$ cat src/rtl/icache_if.sv
// icache_if: groups the fetch-side and physical-memory-side signals of the
// instruction cache into one bundle.
//   mem_address  [15:0]  fetch address (PC)               master -> cache
//   mem_read             fetch request, held until resp   master -> cache
//   mem_rdata    [15:0]  returned instruction word        cache  -> master
//   mem_resp             fetch complete this cycle        cache  -> master
//   pmem_address [15:0]  line-aligned fill address        cache  -> master
//   pmem_read            line-fill request                cache  -> master
//   pmem_rdata  [127:0]  fill line data                   master -> cache
//   pmem_resp            fill data valid (1-cycle pulse)  master -> cache
// "slave" is the cache's view; "master" is the view of whatever sits around
// it (fetch stage plus backing memory).
interface icache_if;
  logic [15:0]  mem_address;
  logic         mem_read;
  logic [15:0]  mem_rdata;
  logic         mem_resp;
  logic [15:0]  pmem_address;
  logic         pmem_read;
  logic [127:0] pmem_rdata;
  logic         pmem_resp;

  modport slave (
    input  mem_address, mem_read, pmem_rdata, pmem_resp,
    output mem_rdata, mem_resp, pmem_address, pmem_read
  );

  modport master (
    output mem_address, mem_read, pmem_rdata, pmem_resp,
    input  mem_rdata, mem_resp, pmem_address, pmem_read
  );
endinterface

$ cat src/rtl/icache.sv
// icache: 8-line x 128-bit direct-mapped read-only instruction cache.
// Hits answer combinationally in the same cycle; a miss fetches the whole
// line from physical memory and the request then hits in the first IDLE
// cycle after the fill.
// Ports:
//   clk    single clock, rising edge
//   reset  asynchronous active-high reset (clears valid bits and the FSM)
//   bus    icache_if.slave (fetch port + physical memory port)
module icache (
  input  logic      clk,
  input  logic      reset,
  icache_if.slave   bus
);

  typedef enum logic {IDLE, FILL} state_t;

  state_t       state_reg, state_next;
  logic [7:0]   valid_reg;
  logic [11:0]  miss_reg, miss_next;   // {tag, index} of the line being filled
  logic [8:0]   tag_mem  [8];
  logic [127:0] data_mem [8];

  // Address split; bit 0 is a byte offset inside the 16-bit word.
  logic [8:0] req_tag;
  logic [2:0] req_index;
  logic [2:0] req_word;
  logic       unused_byte_bit;
  assign req_tag         = bus.mem_address[15:7];
  assign req_index       = bus.mem_address[6:4];
  assign req_word        = bus.mem_address[3:1];
  assign unused_byte_bit = bus.mem_address[0];

  logic [2:0] miss_index;
  assign miss_index = miss_reg[2:0];

  // Slice the addressed line into its eight words.
  logic [127:0] line_data;
  logic [15:0]  line_words [8];
  assign line_data = data_mem[req_index];
  generate
    for (genvar gi = 0; gi < 8; gi++) begin : g_words
      assign line_words[gi] = line_data[16*gi +: 16];
    end
  endgenerate

  logic hit;
  assign hit = bus.mem_read && valid_reg[req_index] && (tag_mem[req_index] == req_tag);

  logic         fill_we;
  logic         resp;
  logic [15:0]  rdata;
  logic         pread;
  logic [15:0]  paddr;

  always_comb begin
    state_next = state_reg;
    miss_next  = miss_reg;
    fill_we    = 1'b0;
    resp       = 1'b0;
    rdata      = 16'h0000;
    pread      = 1'b0;
    paddr      = {bus.mem_address[15:4], 4'b0000};
    case (state_reg)
      IDLE: begin
        if (hit) begin
          resp  = 1'b1;
          rdata = line_words[req_word];
        end else if (bus.mem_read) begin
          miss_next  = {req_tag, req_index};
          state_next = FILL;
        end
      end
      FILL: begin
        pread = 1'b1;
        paddr = {miss_reg, 4'b0000};
        // The fill always completes to the latched line, even if the
        // requester has since dropped or changed its request.
        if (bus.pmem_resp) begin
          fill_we    = 1'b1;
          state_next = IDLE;
        end
      end
      default: state_next = IDLE;
    endcase
  end

  always_ff @(posedge clk or posedge reset) begin
    if (reset) begin
      state_reg <= IDLE;
      miss_reg  <= 12'h000;
      valid_reg <= 8'h00;
    end else begin
      state_reg <= state_next;
      miss_reg  <= miss_next;
      if (fill_we) begin
        valid_reg[miss_index] <= 1'b1;
      end
    end
  end

  // Tag/data storage is not reset: a cleared valid bit hides its content.
  always_ff @(posedge clk) begin
    if (fill_we) begin
      tag_mem[miss_index]  <= miss_reg[11:3];
      data_mem[miss_index] <= bus.pmem_rdata;
    end
  end

  assign bus.mem_resp     = resp;
  assign bus.mem_rdata    = rdata;
  assign bus.pmem_read    = pread;
  assign bus.pmem_address = paddr;

endmodule

$ cat src/flat_wrapper.sv
// flat-port wrapper written by rule: the top's interface ports become plain ports
module icache_flat 
  (clk, reset, bus_mem_address, bus_mem_read, bus_pmem_rdata, bus_pmem_resp, bus_mem_rdata, bus_mem_resp, bus_pmem_address, bus_pmem_read);
  icache_if bus_i ();
  input  logic clk;
  input  logic reset;
  input wire logic [$bits(bus_i.mem_address)-1:0] bus_mem_address;
  input wire logic [$bits(bus_i.mem_read)-1:0] bus_mem_read;
  input wire logic [$bits(bus_i.pmem_rdata)-1:0] bus_pmem_rdata;
  input wire logic [$bits(bus_i.pmem_resp)-1:0] bus_pmem_resp;
  output wire logic [$bits(bus_i.mem_rdata)-1:0] bus_mem_rdata;
  output wire logic [$bits(bus_i.mem_resp)-1:0] bus_mem_resp;
  output wire logic [$bits(bus_i.pmem_address)-1:0] bus_pmem_address;
  output wire logic [$bits(bus_i.pmem_read)-1:0] bus_pmem_read;
  assign bus_i.mem_address = bus_mem_address;
  assign bus_i.mem_read = bus_mem_read;
  assign bus_i.pmem_rdata = bus_pmem_rdata;
  assign bus_i.pmem_resp = bus_pmem_resp;
  assign bus_mem_rdata = bus_i.mem_rdata;
  assign bus_mem_resp = bus_i.mem_resp;
  assign bus_pmem_address = bus_i.pmem_address;
  assign bus_pmem_read = bus_i.pmem_read;
  icache u_core (.clk(clk), .reset(reset), .bus(bus_i));
endmodule
$ cat config.mk
export PLATFORM = sky130hd
export DESIGN_NAME = icache_flat
export DESIGN_NICKNAME = d
export VERILOG_FILES = /design/src/rtl/icache_if.sv /design/src/rtl/icache.sv /design/src/flat_wrapper.sv
export SDC_FILE = /design/constraint.sdc
export NUM_CORES = 1
export LEC_CHECK = 0
export CAP_MARGIN = 20
export CORE_MARGIN = 1.5
export CORE_UTILIZATION = 63
export CTS_CLUSTER_SIZE = 40
export DETAILED_ROUTE_END_ITERATION = 7
export DONT_BUFFER_PORTS = 1
export PLACE_DENSITY = 0.91
export RECOVER_POWER = 25
export SETUP_SLACK_MARGIN = 0.15
export SLEW_MARGIN = 0
export SYNTH_ARGS = -nofsm -noshare
export SYNTH_HDL_FRONTEND = slang
export SYNTH_SLANG_ARGS = --single-unit
$ cat constraint.sdc
create_clock -name clk -period 13.3 [get_ports clk]
set_input_delay 2.66 -clock clk [delete_from_list [all_inputs] [get_ports clk]]
set_output_delay 2.66 -clock clk [all_outputs]
set_load 0.01 [all_outputs]
==> impl_metrics.py, run 1 <==
metrics = {
    "run_status": {
        "status": "finished, final reports clean",
    },
    "clock_tree": {
        "clock_sinks": 1117,
        "cts_tree": "built",
        "cts-htree-levels": 3,
        "path_clk_slew_ns": 0.06,
        "cts_setup_buffers": 0,
        "clock-root-buffer": "clkbuf_16",
        "clk_path_buf_depth": 3,
        "ctsHoldBuffers": 0,
        "cts_made_buffers": 105,
        "cts_resized": 0,
        "clock_latency_ns": 0.70,
    },
    "layout": {
        "syn_to_final_growth_pct": 10.2,
        "fillers": 3428,
        "fin_nets": 1864,
        "largest_register_ff_count": 1024,
        "fin_util_pct": 70.1,
        "drive_gt1_share_pct": 30.5,
    },
    "synthesis": {
        "async_reset_ff_share_pct": 1.88,
        "synth_top_area_cell": "edfxtp_1",
        "syn_inst": 1689,
        "synth.most_common_cell": "edfxtp_1",
        "synth_top_area_share_pct": 77.0,
        "synth-edff-count": 1096,
        "yosysSeqAreaShare_pct": 78.3,
        "ys_ff_latch": 1117,
        "syn_area_um2": 42700,
        "synth_flop_cell": "edfxtp_1",
        "synth_commonest_cells": "edfxtp_1 (1,096), mux4_2 (344), buf_2 (30)",
        "synthTopCellsByArea": "edfxtp_1 (77%), mux4_2 (18%), dfrtp_1 (1.2%), mux2i_1 (0.66%), mux2_2 (0.63%)",
        "yosysUniqueCellTypes": 35,
        "syn_avg_cell_area_um2": 25.3,
        "synth_warnings": 0,
    },
    "floorplan": {
        "die_h_um": 263,
        "start_util_pct": 63.6,
        "die_area_um2": 69400,
        "core_area_um2": 67200,
        "io_pins": 182,
        "row_count": 95,
        "die_x_um": 263,
    },
    "power": {
        "p_leak_uw": 0.0145,
        "p_per_area_nw_per_um2": 161,
        "peakVddDrop_uv": 112,
    },
    "critical_path": {
        "cpLargestDelayFamily": "simple AND/OR/NAND/NOR gates",
        "r2r_slack_ns": 10.26,
        "crit_type": "primary input to primary output",
        "critical_path_required_ns": 10.64,
        "worst_setup_path_start_kind": "primary input",
        "worstSetupEndpointType": "primary output",
        "cp_cell_sequence": "mux4_2 > mux2i_1 > o21ai_0 > a211oi_1 > and4_1 > nand3b_1 > nor2b_1",
        "slowest_stage": "mux4_2",
        "crit_path_max_incr_delay_ns": 0.88,
        "crit_arrival_ns": 6.13,
        "crit_path_max_fanout": 275,
        "critPathBufInv": 0,
    },
    "timing": {
        "finClkSkew_ns": 0.0416,
        "max-slew-margin-rel_pct": 14.1,
        "fin_crit_ns": 8.79,
        "setup_viol": 0,
        "drv_slew": 0,
        "tightest_slew_ns": 1.29,
        "fmax_mhz": 114,
        "rsz0062_at_grt": "false",
        "min_period_over_period_pct": 66.1,
        "final.setup.tns_ns": 0,
        "finalHoldViolations": 0,
    },
    "detailed_routing": {
        "vias_per_cell": 7.25,
        "routed_wirelength_mm": 105,
        "drc": 0,
        "ant_nets": 0,
        "dr.first_iter.drc_count": 2784,
        "vias": 19400,
        "dr.pass1.iters": 6,
        "post_drt_wl_per_cell_um": 39.0,
    },
    "job": {
        "maxCapViolations": 0,
    },
    "global_routing": {
        "antenna_found_initial": 9,
        "grt_pass1_vias": 20000,
        "grt_pass1_wl_mm": 150,
        "gr-total-overflow": 0,
        "grt_usage_pct": 30.9,
        "grt_max_degree": 279,
    },
    "place": {
        "port_buffers": 0,
        "hpwl_mm": 48.8,
        "place_congestion": 0.752,
    },
    "worst_hold_path": {
        "min_path_type": "register to register",
    },
}
## cell usage in the layout (no fill, tap or decap), types with 6 or more instances in the layout
cell type   synthesis  layout
buf_12              0       8
mux4_2            344     344
mux2i_1            28      28
nor2b_1            18      18
bufinv_16           0      13
clkinvlp_4          0       9
nand3b_1            6       6
nor2_4              0       6
clkbuf_1           23      18
clkinv_1            0      22
dfrtp_1            21      21
edfxtp_1         1096    1096
mux2_2             24      24
or2_2               8       8
clkinv_2            0      20
clkbuf_16           0     108
## worst reg2reg max path, stage by stage (launching register included)
cell and delay, ns:
dfrtp_1 0.87, nand3_1 0.51, nor3_2 0.35, buf_12 0.65
## cell families (layout without fill, tap and decap cells)
| group | after synthesis | in the layout | share of synthesized area [%] |
|---|---|---|---|
| buffers and inverters | 95 | 209 | 1.14 |
| muxes | 396 | 396 | 19.4 |
| and+or+nand+nor | 59 | 59 | 0.802 |
| other | 1 | 5 | 0.00878 |
| xor gates and xnor gates | 6 | 6 | 0.123 |
| DFF | 1117 | 1117 | 78.3 |
| AOI/OAI and AO/OA | 15 | 15 | 0.255 |
## metal layers
metal  wire (µm)  track usage, %  vias up
li1            -               -     7380
met1       34500            39.2    10300
met2       53600            51.0     1466
met3       11600            8.32      240
met4        4830            13.6        8
met5          51               0        -
## final cells by class
cell class,instances,area [µm²],share of cell area (%)
timing repair buffer,9,168,0.356
inverter,3,11.3,0.0239
tap,873,1090,2.32
sequential,1117,33400,71.0
multi-input combinational,480,8870,18.8
clock inverter,71,732,1.55
clock buffer,126,2770,5.88
antenna,1,2.50,0.00531
## worst paths after layout
check                                     from                     end  cells past startpoint
max                         bus_mem_address[4]        bus_mem_rdata[3]                      7
min                        u_core.valid_reg[5]     u_core.valid_reg[5]                      1
max reg2reg                   u_core.state_reg  u_core.data_mem[4][81]                      3
min reg2reg                u_core.valid_reg[5]     u_core.valid_reg[5]                      1
max in group asynchronous                reset     u_core.valid_reg[1]                      1
min in group asynchronous                reset     u_core.miss_reg[10]                      1
## stage by stage
| stage | setup slack [ns] | total power (µW) | instances | hold WS [ns] | cell area (µm²) |
|---|---|---|---|---|---|
| final | 4.51 | 7600 | 2680 | 0.486 | 47100 |
| after global routing | 5.05 | 7740 | 2679 | 0.505 | 47100 |
| after CTS | 5.35 | 7600 | 2678 | 0.483 | 47100 |
| after detailed placement | 5.45 | 4540 | 2481 | 0.450 | 43600 |
| after global placement | 5.55 | 4500 | 2481 | 0.445 | 43600 |
| after floorplan | 0.224 | 4470 | 1692 | 0.434 | 42700 |
## report_power, final
group          internal, µW  switching (µW)  leakage (µW)
clock network          1750            1350       0.00169
logic                   194             202       0.00273
registers              4030            72.1        0.0101
Power figures use the tool's default switching activity.
==> inputs of run 2 (changes only) <==
--- a/config.mk
+++ b/config.mk
@@ -7,11 +7,11 @@
 export LEC_CHECK = 0
 export CAP_MARGIN = 20
 export CORE_MARGIN = 1.5
-export CORE_UTILIZATION = 63
+export CORE_UTILIZATION = 57
 export CTS_CLUSTER_SIZE = 40
 export DETAILED_ROUTE_END_ITERATION = 7
 export DONT_BUFFER_PORTS = 1
-export PLACE_DENSITY = 0.91
+export PLACE_DENSITY = 0.87
 export RECOVER_POWER = 25
 export SETUP_SLACK_MARGIN = 0.15
 export SLEW_MARGIN = 0
==> constraint.sdc (replaced) <==
create_clock -name clk -period 8.02 [get_ports clk]
set_input_delay 1.604 -clock clk [delete_from_list [all_inputs] [get_ports clk]]
set_output_delay 1.604 -clock clk [all_outputs]
set_load 0.01 [all_outputs]
==> impl_metrics.py, run 2 (synthesis results as in run 1) <==
metrics = {
    "critical_path": {
        "worst_setup_path_start_kind": "primary input",
        "critical_path_required_ns": 6.42,
        "worstRegToRegCells": 3,
        "worstSetupEndpointType": "primary output",
        "crit_arrival_ns": 4.59,
        "crit_path_max_fanout": 275,
        "crit_type": "primary input to primary output",
    },
    "clock_tree": {
        "cts_setup_buffers": 0,
        "path_clk_slew_ns": 0.05,
        "cts_made_buffers": 106,
        "cts_tree": "built",
        "clock-root-buffer": "clkbuf_16",
        "cts_resized": 0,
        "ctsHoldBuffers": 0,
        "cts-htree-levels": 3,
        "clock_sinks": 1117,
        "clk_path_buf_depth": 3,
        "clock_latency_ns": 0.67,
    },
    "detailed_routing": {
        "vias": 18500,
        "vias_per_cell": 6.70,
        "routed_wirelength_mm": 94.1,
        "dr.pass1.iters": 7,
        "dr.first_iter.drc_count": 2107,
        "ant_nets": 0,
        "post_drt_wl_per_cell_um": 34.0,
        "drc": 1,
    },
    "timing": {
        "finalHoldViolations": 0,
        "drv_slew": 0,
        "max-slew-margin-rel_pct": 29.5,
        "setup_viol": 0,
        "timing.hold.ws_ns": 0.466,
        "finClkSkew_ns": 0.0340,
        "fmax_mhz": 162,
        "fin_crit_ns": 6.19,
        "min_period_over_period_pct": 77.2,
        "tightest_slew_ns": 1.06,
        "final.setup.tns_ns": 0,
        "rsz0062_at_grt": "false",
        "finalWorstSetupSlack_ns": 1.83,
    },
    "layout": {
        "most-common-layout-cells": "edfxtp_1 (1,096), mux4_2 (344), clkbuf_16 (108)",
        "fin_area_um2": 47000,
        "fin_cells": 2769,
        "syn_to_final_growth_pct": 10.1,
        "largest_register_ff_count": 1024,
        "antenna_cells": 0,
        "fin_nets": 1865,
        "mostFrequentLayoutCell": "edfxtp_1",
        "drive_gt1_share_pct": 29.9,
    },
    "floorplan": {
        "io_pins": 182,
        "core_area_um2": 74300,
        "die_area_um2": 76600,
        "die_x_um": 277,
        "row_count": 100,
        "start_util_pct": 57.5,
        "die_h_um": 277,
    },
    "global_routing": {
        "grt_usage_pct": 25.0,
        "antenna_found_initial": 6,
        "grt_pass1_wl_mm": 138,
        "grt_max_degree": 279,
        "gr-total-overflow": 0,
        "grt_pass1_vias": 20300,
    },
    "run_status": {
        "failed_checks": "design-rule violations",
        "status": "finished with violations",
    },
    "power": {
        "p_leak_uw": 0.0145,
        "p_per_area_nw_per_um2": 261,
        "peakVddDrop_uv": 157,
    },
    "place": {
        "place_inst": 2577,
        "hpwl_mm": 45.6,
        "port_buffers": 0,
        "place_congestion": 0.783,
        "placed_cell_area_um2": 43700,
        "dp_slack_ns": 2.28,
    },
    "worst_hold_path": {
        "hold_depth": 1,
        "min_path_type": "register to register",
    },
    "job": {
        "maxCapViolations": 0,
    },
}
-- run 2: routing by layer --
metal  routed length [µm]  up-vias  GRT usage, %
met2                48500     1057          42.6
met3                 9110      152          7.22
met1                33800     9958          31.2
met4                 2600        6          8.34
met5                   50        -             0
li1                     -     7372             -
-- run 2: final timing paths --
kind | startpoint | to | slack [ns]
max | bus_mem_address[4] | bus_mem_rdata[10] | 1.83
min | u_core.valid_reg[6] | u_core.valid_reg[6] | 0.47
max reg2reg | u_core.state_reg | u_core.data_mem[7][10] | 4.93
min reg2reg | u_core.valid_reg[6] | u_core.valid_reg[6] | 0.47
max in group asynchronous | reset | u_core.valid_reg[7] | 6.48
min in group asynchronous | reset | u_core.miss_reg[8] | 1.01
-- run 2: where the power goes --
group	switching, µW	leakage [µW]	internal, µW	total [µW]
clock network	2120	0.00162	2750	4870
registers	100	0.0101	6690	6790
logic	315	0.00273	317	632
total	2530	0.0145	9750	12300
-- run 2: worst max-delay path, stage by stage --
cell and delay [ns]:
and2_1 0.43, a22o_1 0.23, a221oi_1 0.36, xor2_1 0.12, nor4_1 0.38, nand3b_1 0.63, nor2b_1 0.47
-- run 2: layout make-up --
type / instances / area [µm²]
multi-input cells: 480 / 8880
flip-flops and latches: 1117 / 33400
clock inverters: 59 / 526
well taps: 969 / 1210
clock buffers: 132 / 2790
inverters: 3 / 11.3
repair buffers: 9 / 168
fillers: 4563 / 27300
-- run 2: through the flow --
stage          power [µW]  utilization (%)
3_5_place_dp         7520             58.8
5_1_grt             12600             63.3
4_1_cts             12300             63.3
3_3_place_gp         7480             58.8
2_1_floorplan        7410                -
6_report            12300             63.3
